==> src/rtl/io_bridge_split_wide_if.sv <==
// io_bridge_split_wide_if: CPU-side command/response and peripheral-side beat/response signal bundle.
interface io_bridge_split_wide_if #(
    parameter int SW       = 128,
    parameter int MW       = 64,
    parameter int CHANNELS = 2,
    parameter int TIDW     = 8
);
    logic                   s_cyc_i;
    logic                   s_we_i;
    logic [SW/8-1:0]        s_sel_i;
    logic [31:0]            s_adr_i;
    logic [SW-1:0]          s_dat_i;
    logic [TIDW-1:0]        s_tid_i;
    logic                   s_busy_o;
    logic                   s_ack_o;
    logic                   s_err_o;
    logic [SW-1:0]          s_dat_o;
    logic [TIDW-1:0]        s_tid_o;
    logic                   m_cyc_o;
    logic                   m_we_o;
    logic [MW/8-1:0]        m_sel_o;
    logic [31:0]            m_adr_o;
    logic [MW-1:0]          m_dat_o;
    logic [TIDW-1:0]        m_tid_o;
    logic [CHANNELS-1:0]    ch_ack_i;
    logic [CHANNELS-1:0]    ch_err_i;
    logic [CHANNELS*MW-1:0] ch_dat_i;
    modport slave (
        input  s_cyc_i, s_we_i, s_sel_i, s_adr_i, s_dat_i, s_tid_i,
        output s_busy_o, s_ack_o, s_err_o, s_dat_o, s_tid_o
    );
    modport master (
        output m_cyc_o, m_we_o, m_sel_o, m_adr_o, m_dat_o, m_tid_o,
        input  ch_ack_i, ch_err_i, ch_dat_i
    );
endinterface

==> src/rtl/io_bridge_split_wide.sv <==
// io_bridge_split_wide: splits wide CPU I/O commands into one narrow master beat per active lane and reassembles the response.
module io_bridge_split_wide #(
    parameter int SW       = 128,
    parameter int MW       = 64,
    parameter int CHANNELS = 2,
    parameter int TIDW     = 8,
    parameter int TIMEOUT  = 255
) (
    input logic clk_i,
    input logic rst_i,
    io_bridge_split_wide_if.slave  s_if,
    io_bridge_split_wide_if.master m_if
);
    localparam int R  = SW / MW;
    localparam int LB = MW / 8;
    localparam int LW = R > 1 ? $clog2(R) : 1;
    localparam int SB = $clog2(SW / 8);
    localparam int MB = $clog2(MW / 8);
    localparam int CW = $clog2(TIMEOUT + 2);
    localparam int HW = CHANNELS > 1 ? $clog2(CHANNELS) : 1;

    typedef enum logic [1:0] {IDLE, ISSUE, WAIT, RESP} state_t;

    state_t          state_q;
    logic            we_q, gap_q, err_q, s_busy_q, s_ack_q, s_err_q, m_cyc_q, m_we_q;
    logic [SW/8-1:0] sel_q;
    logic [31:0]     adr_q, m_adr_q;
    logic [SW-1:0]   dat_q, rbuf_q, s_dat_q;
    logic [TIDW-1:0] tid_q, s_tid_q, m_tid_q;
    logic [LW-1:0]   lane_q;
    logic [CW-1:0]   cnt_q;
    logic [LB-1:0]   m_sel_q;
    logic [MW-1:0]   m_dat_q;

    logic [R-1:0]    act_d, act_in_d;
    logic [LW:0]     first_d, next_d;
    logic            hit_d, hit_err_d, to_d;
    logic [HW-1:0]   ch_d;
    logic [MW-1:0]   hit_dat_d;

    // Returns {found, index} of the lowest active lane at or above 'from'.
    function automatic logic [LW:0] pick(input logic [R-1:0] act, input int from);
        logic [LW:0] r;
        r = '0;
        for (int k = R - 1; k >= 0; k--)
            if (act[k] && k >= from) r = {1'b1, LW'(k)};
        return r;
    endfunction

    always_comb begin
        for (int k = 0; k < R; k++) begin
            act_d[k]    = |sel_q[k*LB +: LB];
            act_in_d[k] = |s_if.s_sel_i[k*LB +: LB];
        end
        first_d = pick(act_in_d, 0);
        next_d  = pick(act_d, int'(lane_q) + 1);
        hit_d   = 1'b0;
        ch_d    = '0;
        for (int c = CHANNELS - 1; c >= 0; c--)
            if (m_if.ch_ack_i[c] || m_if.ch_err_i[c]) begin
                hit_d = 1'b1;
                ch_d  = HW'(c);
            end
        hit_err_d = m_if.ch_err_i[ch_d];
        hit_dat_d = m_if.ch_dat_i[ch_d*MW +: MW];
        to_d      = (TIMEOUT != 0) && (cnt_q == CW'(TIMEOUT - 1));
    end

    always_ff @(posedge clk_i or posedge rst_i) begin
        if (rst_i) begin
            state_q  <= IDLE;
            we_q     <= 1'b0;
            gap_q    <= 1'b0;
            err_q    <= 1'b0;
            sel_q    <= '0;
            adr_q    <= '0;
            dat_q    <= '0;
            tid_q    <= '0;
            lane_q   <= '0;
            cnt_q    <= '0;
            rbuf_q   <= '0;
            s_busy_q <= 1'b0;
            s_ack_q  <= 1'b0;
            s_err_q  <= 1'b0;
            s_dat_q  <= '0;
            s_tid_q  <= '0;
            m_cyc_q  <= 1'b0;
            m_we_q   <= 1'b0;
            m_sel_q  <= '0;
            m_adr_q  <= '1;
            m_dat_q  <= '0;
            m_tid_q  <= '0;
        end else begin
            case (state_q)
                IDLE: begin
                    s_ack_q  <= 1'b0;
                    s_err_q  <= 1'b0;
                    s_dat_q  <= '0;
                    s_busy_q <= 1'b0;
                    // A strobe in the response-pulse cycle (still busy) is dropped.
                    if (s_if.s_cyc_i && !s_busy_q) begin
                        we_q     <= s_if.s_we_i;
                        sel_q    <= s_if.s_sel_i;
                        adr_q    <= s_if.s_adr_i;
                        dat_q    <= s_if.s_dat_i;
                        tid_q    <= s_if.s_tid_i;
                        lane_q   <= first_d[LW-1:0];
                        err_q    <= 1'b0;
                        gap_q    <= 1'b0;
                        rbuf_q   <= '0;
                        s_busy_q <= 1'b1;
                        state_q  <= first_d[LW] ? ISSUE : RESP;
                    end
                end
                ISSUE: begin
                    if (gap_q) gap_q <= 1'b0;
                    else begin
                        m_cyc_q <= 1'b1;
                        m_we_q  <= we_q;
                        m_sel_q <= sel_q[lane_q*LB +: LB];
                        m_adr_q <= {adr_q[31:SB], SB'(0)} | (32'(lane_q) << MB);
                        m_dat_q <= dat_q[lane_q*MW +: MW];
                        m_tid_q <= tid_q;
                        cnt_q   <= '0;
                        state_q <= WAIT;
                    end
                end
                WAIT: begin
                    if (hit_d || to_d) begin
                        m_cyc_q <= 1'b0;
                        m_we_q  <= 1'b0;
                        m_sel_q <= '0;
                        m_adr_q <= '1;
                        if (hit_d && !hit_err_d) begin
                            if (!we_q) rbuf_q[lane_q*MW +: MW] <= hit_dat_d;
                            if (next_d[LW]) begin
                                lane_q  <= next_d[LW-1:0];
                                gap_q   <= 1'b1;
                                state_q <= ISSUE;
                            end else state_q <= RESP;
                        end else begin
                            err_q   <= 1'b1;
                            state_q <= RESP;
                        end
                    end else cnt_q <= cnt_q + 1'b1;
                end
                default: begin
                    s_ack_q <= 1'b1;
                    s_err_q <= err_q;
                    s_tid_q <= tid_q;
                    s_dat_q <= rbuf_q;
                    state_q <= IDLE;
                end
            endcase
        end
    end

    assign s_if.s_busy_o = s_busy_q;
    assign s_if.s_ack_o  = s_ack_q;
    assign s_if.s_err_o  = s_err_q;
    assign s_if.s_dat_o  = s_dat_q;
    assign s_if.s_tid_o  = s_tid_q;
    assign m_if.m_cyc_o  = m_cyc_q;
    assign m_if.m_we_o   = m_we_q;
    assign m_if.m_sel_o  = m_sel_q;
    assign m_if.m_adr_o  = m_adr_q;
    assign m_if.m_dat_o  = m_dat_q;
    assign m_if.m_tid_o  = m_tid_q;
endmodule
==> src/flat_wrapper.sv <==
// flat-port wrapper written by rule: the top's interface ports become plain ports
module io_bridge_split_wide_flat 
#(
    parameter int SW       = 128,
    parameter int MW       = 64,
    parameter int CHANNELS = 2,
    parameter int TIDW     = 8,
    parameter int TIMEOUT  = 255
)
  (clk_i, rst_i, s_if_s_cyc_i, s_if_s_we_i, s_if_s_sel_i, s_if_s_adr_i, s_if_s_dat_i, s_if_s_tid_i, s_if_s_busy_o, s_if_s_ack_o, s_if_s_err_o, s_if_s_dat_o, s_if_s_tid_o, m_if_m_cyc_o, m_if_m_we_o, m_if_m_sel_o, m_if_m_adr_o, m_if_m_dat_o, m_if_m_tid_o, m_if_ch_ack_i, m_if_ch_err_i, m_if_ch_dat_i);
  io_bridge_split_wide_if #(.SW(SW), .MW(MW), .CHANNELS(CHANNELS), .TIDW(TIDW)) s_if_i ();
  io_bridge_split_wide_if #(.SW(SW), .MW(MW), .CHANNELS(CHANNELS), .TIDW(TIDW)) m_if_i ();
  input logic clk_i;
  input logic rst_i;
  input wire logic [$bits(s_if_i.s_cyc_i)-1:0] s_if_s_cyc_i;
  input wire logic [$bits(s_if_i.s_we_i)-1:0] s_if_s_we_i;
  input wire logic [$bits(s_if_i.s_sel_i)-1:0] s_if_s_sel_i;
  input wire logic [$bits(s_if_i.s_adr_i)-1:0] s_if_s_adr_i;
  input wire logic [$bits(s_if_i.s_dat_i)-1:0] s_if_s_dat_i;
  input wire logic [$bits(s_if_i.s_tid_i)-1:0] s_if_s_tid_i;
  output wire logic [$bits(s_if_i.s_busy_o)-1:0] s_if_s_busy_o;
  output wire logic [$bits(s_if_i.s_ack_o)-1:0] s_if_s_ack_o;
  output wire logic [$bits(s_if_i.s_err_o)-1:0] s_if_s_err_o;
  output wire logic [$bits(s_if_i.s_dat_o)-1:0] s_if_s_dat_o;
  output wire logic [$bits(s_if_i.s_tid_o)-1:0] s_if_s_tid_o;
  output wire logic [$bits(m_if_i.m_cyc_o)-1:0] m_if_m_cyc_o;
  output wire logic [$bits(m_if_i.m_we_o)-1:0] m_if_m_we_o;
  output wire logic [$bits(m_if_i.m_sel_o)-1:0] m_if_m_sel_o;
  output wire logic [$bits(m_if_i.m_adr_o)-1:0] m_if_m_adr_o;
  output wire logic [$bits(m_if_i.m_dat_o)-1:0] m_if_m_dat_o;
  output wire logic [$bits(m_if_i.m_tid_o)-1:0] m_if_m_tid_o;
  input wire logic [$bits(m_if_i.ch_ack_i)-1:0] m_if_ch_ack_i;
  input wire logic [$bits(m_if_i.ch_err_i)-1:0] m_if_ch_err_i;
  input wire logic [$bits(m_if_i.ch_dat_i)-1:0] m_if_ch_dat_i;
  assign s_if_i.s_cyc_i = s_if_s_cyc_i;
  assign s_if_i.s_we_i = s_if_s_we_i;
  assign s_if_i.s_sel_i = s_if_s_sel_i;
  assign s_if_i.s_adr_i = s_if_s_adr_i;
  assign s_if_i.s_dat_i = s_if_s_dat_i;
  assign s_if_i.s_tid_i = s_if_s_tid_i;
  assign s_if_s_busy_o = s_if_i.s_busy_o;
  assign s_if_s_ack_o = s_if_i.s_ack_o;
  assign s_if_s_err_o = s_if_i.s_err_o;
  assign s_if_s_dat_o = s_if_i.s_dat_o;
  assign s_if_s_tid_o = s_if_i.s_tid_o;
  assign m_if_m_cyc_o = m_if_i.m_cyc_o;
  assign m_if_m_we_o = m_if_i.m_we_o;
  assign m_if_m_sel_o = m_if_i.m_sel_o;
  assign m_if_m_adr_o = m_if_i.m_adr_o;
  assign m_if_m_dat_o = m_if_i.m_dat_o;
  assign m_if_m_tid_o = m_if_i.m_tid_o;
  assign m_if_i.ch_ack_i = m_if_ch_ack_i;
  assign m_if_i.ch_err_i = m_if_ch_err_i;
  assign m_if_i.ch_dat_i = m_if_ch_dat_i;
  io_bridge_split_wide #(.SW(SW), .MW(MW), .CHANNELS(CHANNELS), .TIDW(TIDW), .TIMEOUT(TIMEOUT)) u_core (.clk_i(clk_i), .rst_i(rst_i), .s_if(s_if_i), .m_if(m_if_i));
endmodule
==> config.mk <==
export PLATFORM = sky130hd
export DESIGN_NAME = io_bridge_split_wide_flat
export DESIGN_NICKNAME = d
export VERILOG_FILES = /design/src/rtl/io_bridge_split_wide_if.sv /design/src/rtl/io_bridge_split_wide.sv /design/src/flat_wrapper.sv
export SDC_FILE = /design/constraint.sdc
export NUM_CORES = 1
export LEC_CHECK = 0
export CAP_MARGIN = 20
export CORE_MARGIN = 10
export CORE_UTILIZATION = 40
export CTS_CLUSTER_SIZE = 14
export DETAILED_ROUTE_END_ITERATION = 8
export PLACE_DENSITY = 0.75
export SETUP_SLACK_MARGIN = 0.02
export SYNTH_ARGS = -nofsm -noshare
export SYNTH_HDL_FRONTEND = slang
export SYNTH_SLANG_ARGS = --single-unit
export TNS_END_PERCENT = 5
==> constraint.sdc <==
create_clock -name clk_i -period 32.4 [get_ports clk_i]
set_clock_uncertainty 0.2 [all_clocks]
set_input_delay 4.86 -clock clk_i [delete_from_list [all_inputs] [get_ports clk_i]]
set_output_delay 4.86 -clock clk_i [all_outputs]
set_load 0.01 [all_outputs]
==> results of run 1 <==
==> path summary, 6_finish.rpt <==
path	endpoint	startpoint	slack, ns
setup / recovery	u_core.dat_q[105]	rst_i	23.45
hold / removal	u_core.m_if.m_dat_o[54]	u_core.m_if.m_dat_o[54]	0.28
setup reg to reg	u_core.dat_q[9]	u_core.state_q[1]	28.62
hold reg to reg	u_core.m_if.m_dat_o[54]	u_core.m_if.m_dat_o[54]	0.28
max in group clk_i	u_core.dat_q[9]	s_if_s_cyc_i	24.62
min in group asynchronous	u_core.s_if.s_dat_o[75]	rst_i	4.58
==> cell type report <==
class                      instances  area share (%)
sequential                       574            45.2
multi-input combinational       1191            26.8
timing repair buffer             594            18.8
clock buffer                      92            5.55
tap                              773            3.03
clock inverter                    18           0.534
inverter                           9           0.129
antenna                            1         0.00785
==> power by group <==
group	leakage, nW	internal [mW]	switching (mW)	total [mW]
clock network	0.956	0.391	0.281	0.673
registers	7.35	1.00	0.164	1.17
logic	5.19	0.583	0.599	1.18
==> registers in the layout, summed over array words and instances, names as in the netlist, 2 cells and up <==
| register | count |
|---|---|
| u_core.s_if.s_dat_o | 128 |
| u_core.m_if.m_sel_o | 8 |
| u_core.m_if.m_adr_o | 30 |
| u_core.m_if.m_dat_o | 64 |
| u_core.rbuf_q | 128 |
| u_core.m_if.m_tid_o | 8 |
| u_core.tid_q | 8 |
| u_core.sel_q | 16 |
| u_core.state_q | 2 |
| u_core.s_if.s_tid_o | 8 |
| u_core.cnt_q | 9 |
| u_core.dat_q | 128 |
| u_core.adr_q | 28 |
==> synth_stat cells, drive strengths merged, types with 2 or more instances <==
cell / count / area (um^2)
dfstp: 30 / 788
a21oi: 8 / 40.0
o21ai: 197 / 986
o211ai: 2 / 15.0
nor4: 5 / 37.5
o22a: 30 / 263
clkbuf: 78 / 293
nand2b: 130 / 813
inv: 9 / 33.8
buf: 65 / 400
or4: 2 / 15.0
and2: 2 / 12.5
o31ai: 10 / 75.1
nand3: 4 / 20.0
xnor2: 5 / 43.8
nand2: 214 / 803
o2bb2ai: 64 / 561
mux2i: 139 / 1390
ha: 7 / 87.6
a211oi: 4 / 30.0
nor3: 3 / 15.0
mux2: 198 / 2230
nand4: 4 / 31.3
a21o: 2 / 15.0
nor2: 82 / 308
dfrtp: 544 / 13600
a22o: 68 / 596
==> cell families after synthesis <==
logic type	Yosys count
flip-flops	574
AND/OR/NAND/NOR	450
multiplexers	337
XOR/XNOR	5
adder cells (fa/ha/maj)	7
buffers and inverters	152
AO/OA/AOI/OAI	392
==> per-layer routing <==
metal,GRT usage (%),wire length (um),vias to the layer above
met5,0,71,-
met4,4.38,1280,12
met3,7.12,6070,93
met2,30.9,32700,582
met1,23.2,27300,8509
li1,-,-,7728
==> tightest hold or removal path, cell delays in order, from the launching register on <==
cell and delay (ns):
dfrtp_1 0.34, nand2_1 0.04, o21ai_0 0.06
==> through the flow <==
stage	hold WS (ns)	utilization [%]	total power, mW	area, um^2	cells
3_5_place_dp	0.269	50.7	2.35	29800	3137
2_1_floorplan	0.257	-	1.88	23600	1917
4_1_cts	0.283	54.0	3.04	31800	3247
6_report	0.275	54.2	3.02	31900	3252
5_1_grt	0.299	54.2	3.20	31900	3251
3_3_place_gp	0.263	50.7	2.31	29800	3136
==> key figures, run 1 <==
Clock tree
  • CTS sink cnt: about 570
  • Post-CTS setup buffers: 0
  • Clock transition at path regs: ~0.06 ns
  • Resized cells post-CTS: 0
  • Num CTS Buffers: between 50 and 60
  • Clock buffer depth: 3
  • Hold-fix buffers, CTS: 0
  • CTS tree: built
  • CTS root buf: clkbuf_16
  • CTS H-tree lvls: 2
  • Worst skew pair latency: ~0.61 ns

Routing
  • Post-Route WL: 67400 um
  • Initial DRC count: a little under 900
  • Vias: about 17000
  • Residual DRC: 0
  • Antenna-violating nets left: 0
  • Vias per inst: roughly 5.2
  • Routed length per instance: 20.7 um
  • DR pass1 iterations: 5

Layout
  • Layout Nets: around 2800
  • Commonest non-fill, non-tap cell in the layout: clkdlybuf4s50_1
  • Layout fillers: between 4000 and 5000
  • Register area: approximately 14000 um^2
  • Commonest non-fill, non-tap cells in the layout: clkdlybuf4s50_1, dfrtp_1, nand2_1
  • Area occupied by multi-input gates: ~8600 um^2
  • Share of layout cells above drive strength 1: 14.6%
  • Synth-to-Final Area Change: 35.0%

Outcome
  • Status: finished clean

Place
  • Detailed Place HPWL: roughly 47000 um
  • Routability cong.: approximately 0.8
  • Port Buffers: about 570
  • Placement Setup Slack: around 22 ns

Floorplan
  • Effective utilization at floorplan: about two fifths
  • Die width: roughly 260 um
  • Die Y: approximately 260 um
  • Total core area: approximately 59000 um^2
  • Row Count: ~90
  • Die area: roughly 69000 um^2
  • Top Ports: 573

Worst setup path
  • Critical path arrival: slightly above 9 ns
  • CP Max Fanout: 136
  • WP depth: 7
  • CP max stage delay: just under 0.9 ns
  • Critical-path cell list: clkdlybuf4s50_1, inv_8, buf_4, buf_16, buf_4, buf_4, buf_4
  • CP required: approximately 33 ns
  • Slowest cell on crit path: buf_4
  • Worst Path Class, Setup: primary input to async pin
  • CP endpoint kind: async pin
  • WP buf/inv: 7
  • Cells on worst reg2reg path: 6
  • Worst path top cell family by delay: buffers and inverters
  • Crit start category: primary input
  • Most used cell, CP: buf_4

Global routing
  • Vias in the first global route: 17600
  • GRT Util Overall: 18.8%
  • Largest net degree at the start of global routing: roughly 140
  • First-pass GRT wire length: about 110000 um
  • Grt total ovfl: 0
  • Antenna violations before repair: 8

Min path
  • Hold depth: 2
  • Min-Delay Path Class: flip-flop to flip-flop

Synth
  • Multiplexer share of the synthesized area: ~15%
  • Number of synthesized flops with an enable pin: 0
  • Syn nets: 2244
  • Top_reg_cell synth: dfrtp_1
  • Synth Area in Compound Gates: between 10% and 20%
  • Synthesis warning total: 0
  • Avg Inst Size Synth: about 12 um^2
  • Area of the mapped netlist: between 20000 and 25000 um^2
  • Yosys reg bits: roughly 570
  • XOR/XNOR share of the synthesized area: less than 1%
  • Ys async rst share: between 90% and 100%
  • Post-Synth Adder-Cell Area: less than 1%
  • Seq/Total Area, Yosys: about three fifths
  • Combinational family with the most area after synthesis: multiplexers
  • Post-synthesis simple-gate area fraction: 8.84%
  • Post-Synthesis Cells: around 1900
  • Post-synth cell types: 45

Timing
  • Min Tclk post-route: 8.95 ns
  • Final setup viols: 0
  • RSZ-0062 raised after global routing: false
  • Hold violation count in the final report: 0
  • Final setup margin: approximately 23 ns
  • Final-report max-slew violation count: 0
  • Max_slew headroom: 29.8%
  • Worst-Margin Slew: 1.05 ns
  • Max Freq: between 100 and 150 MHz
  • Setup tns final: 0 ns
  • Period utilization: around 28%

Power
  • Max rail drop VDD: a little under 60 uV
  • Pwr dens: ~95 nW/um^2
  • Leak: 13.5 nW

Run
  • Max-cap viol count: 0
(Power assumes the default switching activity.)
==> inputs of run 2 (changes only) <==
- clock period: 32.4 -> 8.8 ns (I/O delays scaled with it)
==> run 2 against run 1 <==
Global-route usage about the same; sequential share of layout area about the same; final cell count about the same; clock power rose to 3.8 times the previous value; non-clock buffer count down 5; critical endpoint is now u_core.rbuf_q[100]; hold slack better by 0.0019 ns.
==> key figures, run 2 (same netlist as run 1, synthesis figures left out) <==
Layout
  • Layout Nets: 2751 (was 2756)
  • Commonest non-fill, non-tap cell in the layout: clkdlybuf4s50_1 (unchanged)
  • Commonest non-fill, non-tap cells in the layout: clkdlybuf4s50_1, dfrtp_1, nand2_1 (unchanged)
  • Non-filler cells, final: 3251 (was 3252)
  • Final core occ: 54.3% (was 54.2%)
  • Share of layout cells above drive strength 1: 14.5% (was 14.6%)
  • Layout fillers: 4844 (was 4856)
  • Final instance area: 31900 um^2 (about the same)
  • Synth-to-Final Area Change: 35.1% (was 35.0%)

Worst setup path
  • CP Max Fanout: 66 (was 136)
  • Reg2reg end: u_core.rbuf_q[100] (was u_core.dat_q[9])
  • Cells on worst reg2reg path: 8 (was 6)
  • CP endpoint kind: flip-flop (was async pin)
  • Critical path arrival: 4.46 ns (was 9.35 ns)
  • CP Capture Point: u_core.rbuf_q[100] (was u_core.dat_q[105])
  • R2R Setup Slk: 5.16 ns (was 28.62 ns)
  • Worst r2r src: u_core.state_q[1] (unchanged)
  • CP required: 9.11 ns (was 32.80 ns)
  • Crit path from: m_if_ch_err_i[0] (was rst_i)
  • Crit start category: primary input (unchanged)
  • Worst Path Class, Setup: primary input to flip-flop (was primary input to async pin)

Timing
  • RSZ-0062 raised after global routing: false (unchanged)
  • Max Freq: roughly 240 MHz
  • Final setup viols: 0 (unchanged)
  • Min Tclk post-route: between 4 and 5 ns
  • Period utilization: 47.1%
  • Hold violation count in the final report: 0 (unchanged)
  • Max_slew headroom: 26.5% (was 29.8%)
  • Worst-Margin Slew: 1.10 ns (was 1.05 ns)
  • Final-report max-slew violation count: 0 (unchanged)
  • Final setup margin: 4.66 ns (was 23.45 ns)

Routing
  • Vias: 16800 (was 16900)
  • Initial DRC count: 887 (was 875)
  • Post-Route WL: 67300 um (was 67400 um)
  • DR pass1 iterations: 5 (unchanged)
  • Antenna-violating nets left: 0 (unchanged)
  • Routed length per instance: 20.7 um (about the same)
  • Vias per inst: 5.18 (was 5.20)
  • Residual DRC: 0 (unchanged)

Clock tree
  • Hold-fix buffers, CTS: 0 (unchanged)
  • Clock transition at path regs: 0.06 ns (about the same)
  • Num CTS Buffers: 59 (unchanged)
  • Clock buffer depth: 3 (unchanged)
  • CTS sink cnt: 574 (unchanged)
  • CTS tree: built (unchanged)
  • CTS H-tree lvls: 2 (unchanged)
  • Worst skew pair latency: 0.61 ns (about the same)
  • Post-CTS setup buffers: 0 (unchanged)
  • CTS root buf: clkbuf_16 (unchanged)
  • Resized cells post-CTS: 0 (unchanged)

Place
  • Port Buffers: 568 (unchanged)
  • Detailed Place HPWL: 46600 um (was 47400 um)
  • Placed Cells: 3135 (was 3137)
  • DP Area: 29800 um^2 (about the same)
  • Routability cong.: 0.816 (was 0.818)
  • Placement Setup Slack: 4.06 ns (was 22.23 ns)

Floorplan
  • Die area: 69200 um^2 (unchanged)
  • Top Ports: 573 (unchanged)
  • Die Y: 263 um (unchanged)
  • Effective utilization at floorplan: 40.2% (unchanged)
  • Total core area: 58800 um^2 (unchanged)
  • Row Count: 89 (unchanged)
  • Die width: 263 um (unchanged)

Run
  • Max-cap viol count: 0 (unchanged)

Power
  • Max rail drop VDD: 247 uV (was 59.0 uV)
  • Leak: 13.5 nW (about the same)
  • Pwr dens: 351 nW/um^2 (was 94.7 nW/um^2)
  • Total power: 11.2 mW (was 3.02 mW)

Global routing
  • Largest net degree at the start of global routing: 177 (was 137)
  • Antenna violations before repair: 12 (was 8)
  • First-pass GRT wire length: 105000 um (about the same)
  • Grt total ovfl: 0 (unchanged)
  • GRT Util Overall: 18.8% (about the same)
  • Vias in the first global route: 17900 (was 17600)

Min path
  • Min-Delay Path Class: flip-flop to flip-flop (unchanged)
  • Min-Delay Startpoint: u_core.m_if.m_dat_o[7] (was u_core.m_if.m_dat_o[54])

Outcome
  • Status: finished clean (unchanged)
run 2: cell types whose count changed in the layout (fill, tap and decap cells not counted), sizes merged:
cell    previous run  this run
buf               26        21
diode              1         6
bufinv             2         6
clkbuf            92        88
inv               14        12
clkinv             9        10
run 2: area by class of cell:
class / instances / area [um^2] / area share (%)
diodes: 6 / 15.0 / 0.0470
clock buffers: 88 / 1750 / 5.47
repair buffers: 589 / 5910 / 18.5
multi-input cells: 1191 / 8550 / 26.8
flip-flops and latches: 574 / 14400 / 45.1
well taps: 773 / 967 / 3.03
inverters: 9 / 37.5 / 0.118
clock inverters: 21 / 277 / 0.866
run 2: worst min-delay path by stage:
stage / end / slack [ns] / cells after the start
floorplan: u_core.rbuf_q[127] / 0.26 / 1
global placement: u_core.m_if.m_dat_o[8] / 0.26 / 2
detailed placement: u_core.m_if.m_dat_o[2] / 0.27 / 2
CTS: u_core.m_if.m_dat_o[2] / 0.28 / 2
global route: u_core.s_if.s_dat_o[79] / 0.30 / 2
finish: u_core.m_if.m_dat_o[7] / 0.28 / 2
run 2: per-stage QoR:
stage          setup TNS (ns)  hold WS (ns)
3_5_place_dp                0         0.271
2_1_floorplan         -280.19         0.257
4_1_cts                     0         0.284
3_3_place_gp                0         0.262
5_1_grt                     0         0.300
6_report                    0         0.277
run 2: power by group:
| group | switching, mW | internal [mW] |
|---|---|---|
| Sequential | 0.607 | 3.69 |
| Combinational | 2.18 | 2.13 |
| Clock | 1.04 | 1.54 |
run 2: critical path: stages:
cell             delay [ns]
clkdlybuf4s50_1        0.53
nor4_2                 0.36
o211ai_1               0.29
o211ai_1               0.15
buf_4                  0.65
or2_2                  0.23
buf_4                  0.59
o2bb2ai_1              0.20
run 2: layer usage:
metal	wire length [um]	vias up	part of all wire, %	track usage [%]
met5	91	-	0.14	0
met4	2080	16	3.1	6.49
met3	6670	125	9.9	7.94
met2	31400	563	47	30.4
met1	27000	8415	40	22.3
li1	-	7710	-	-
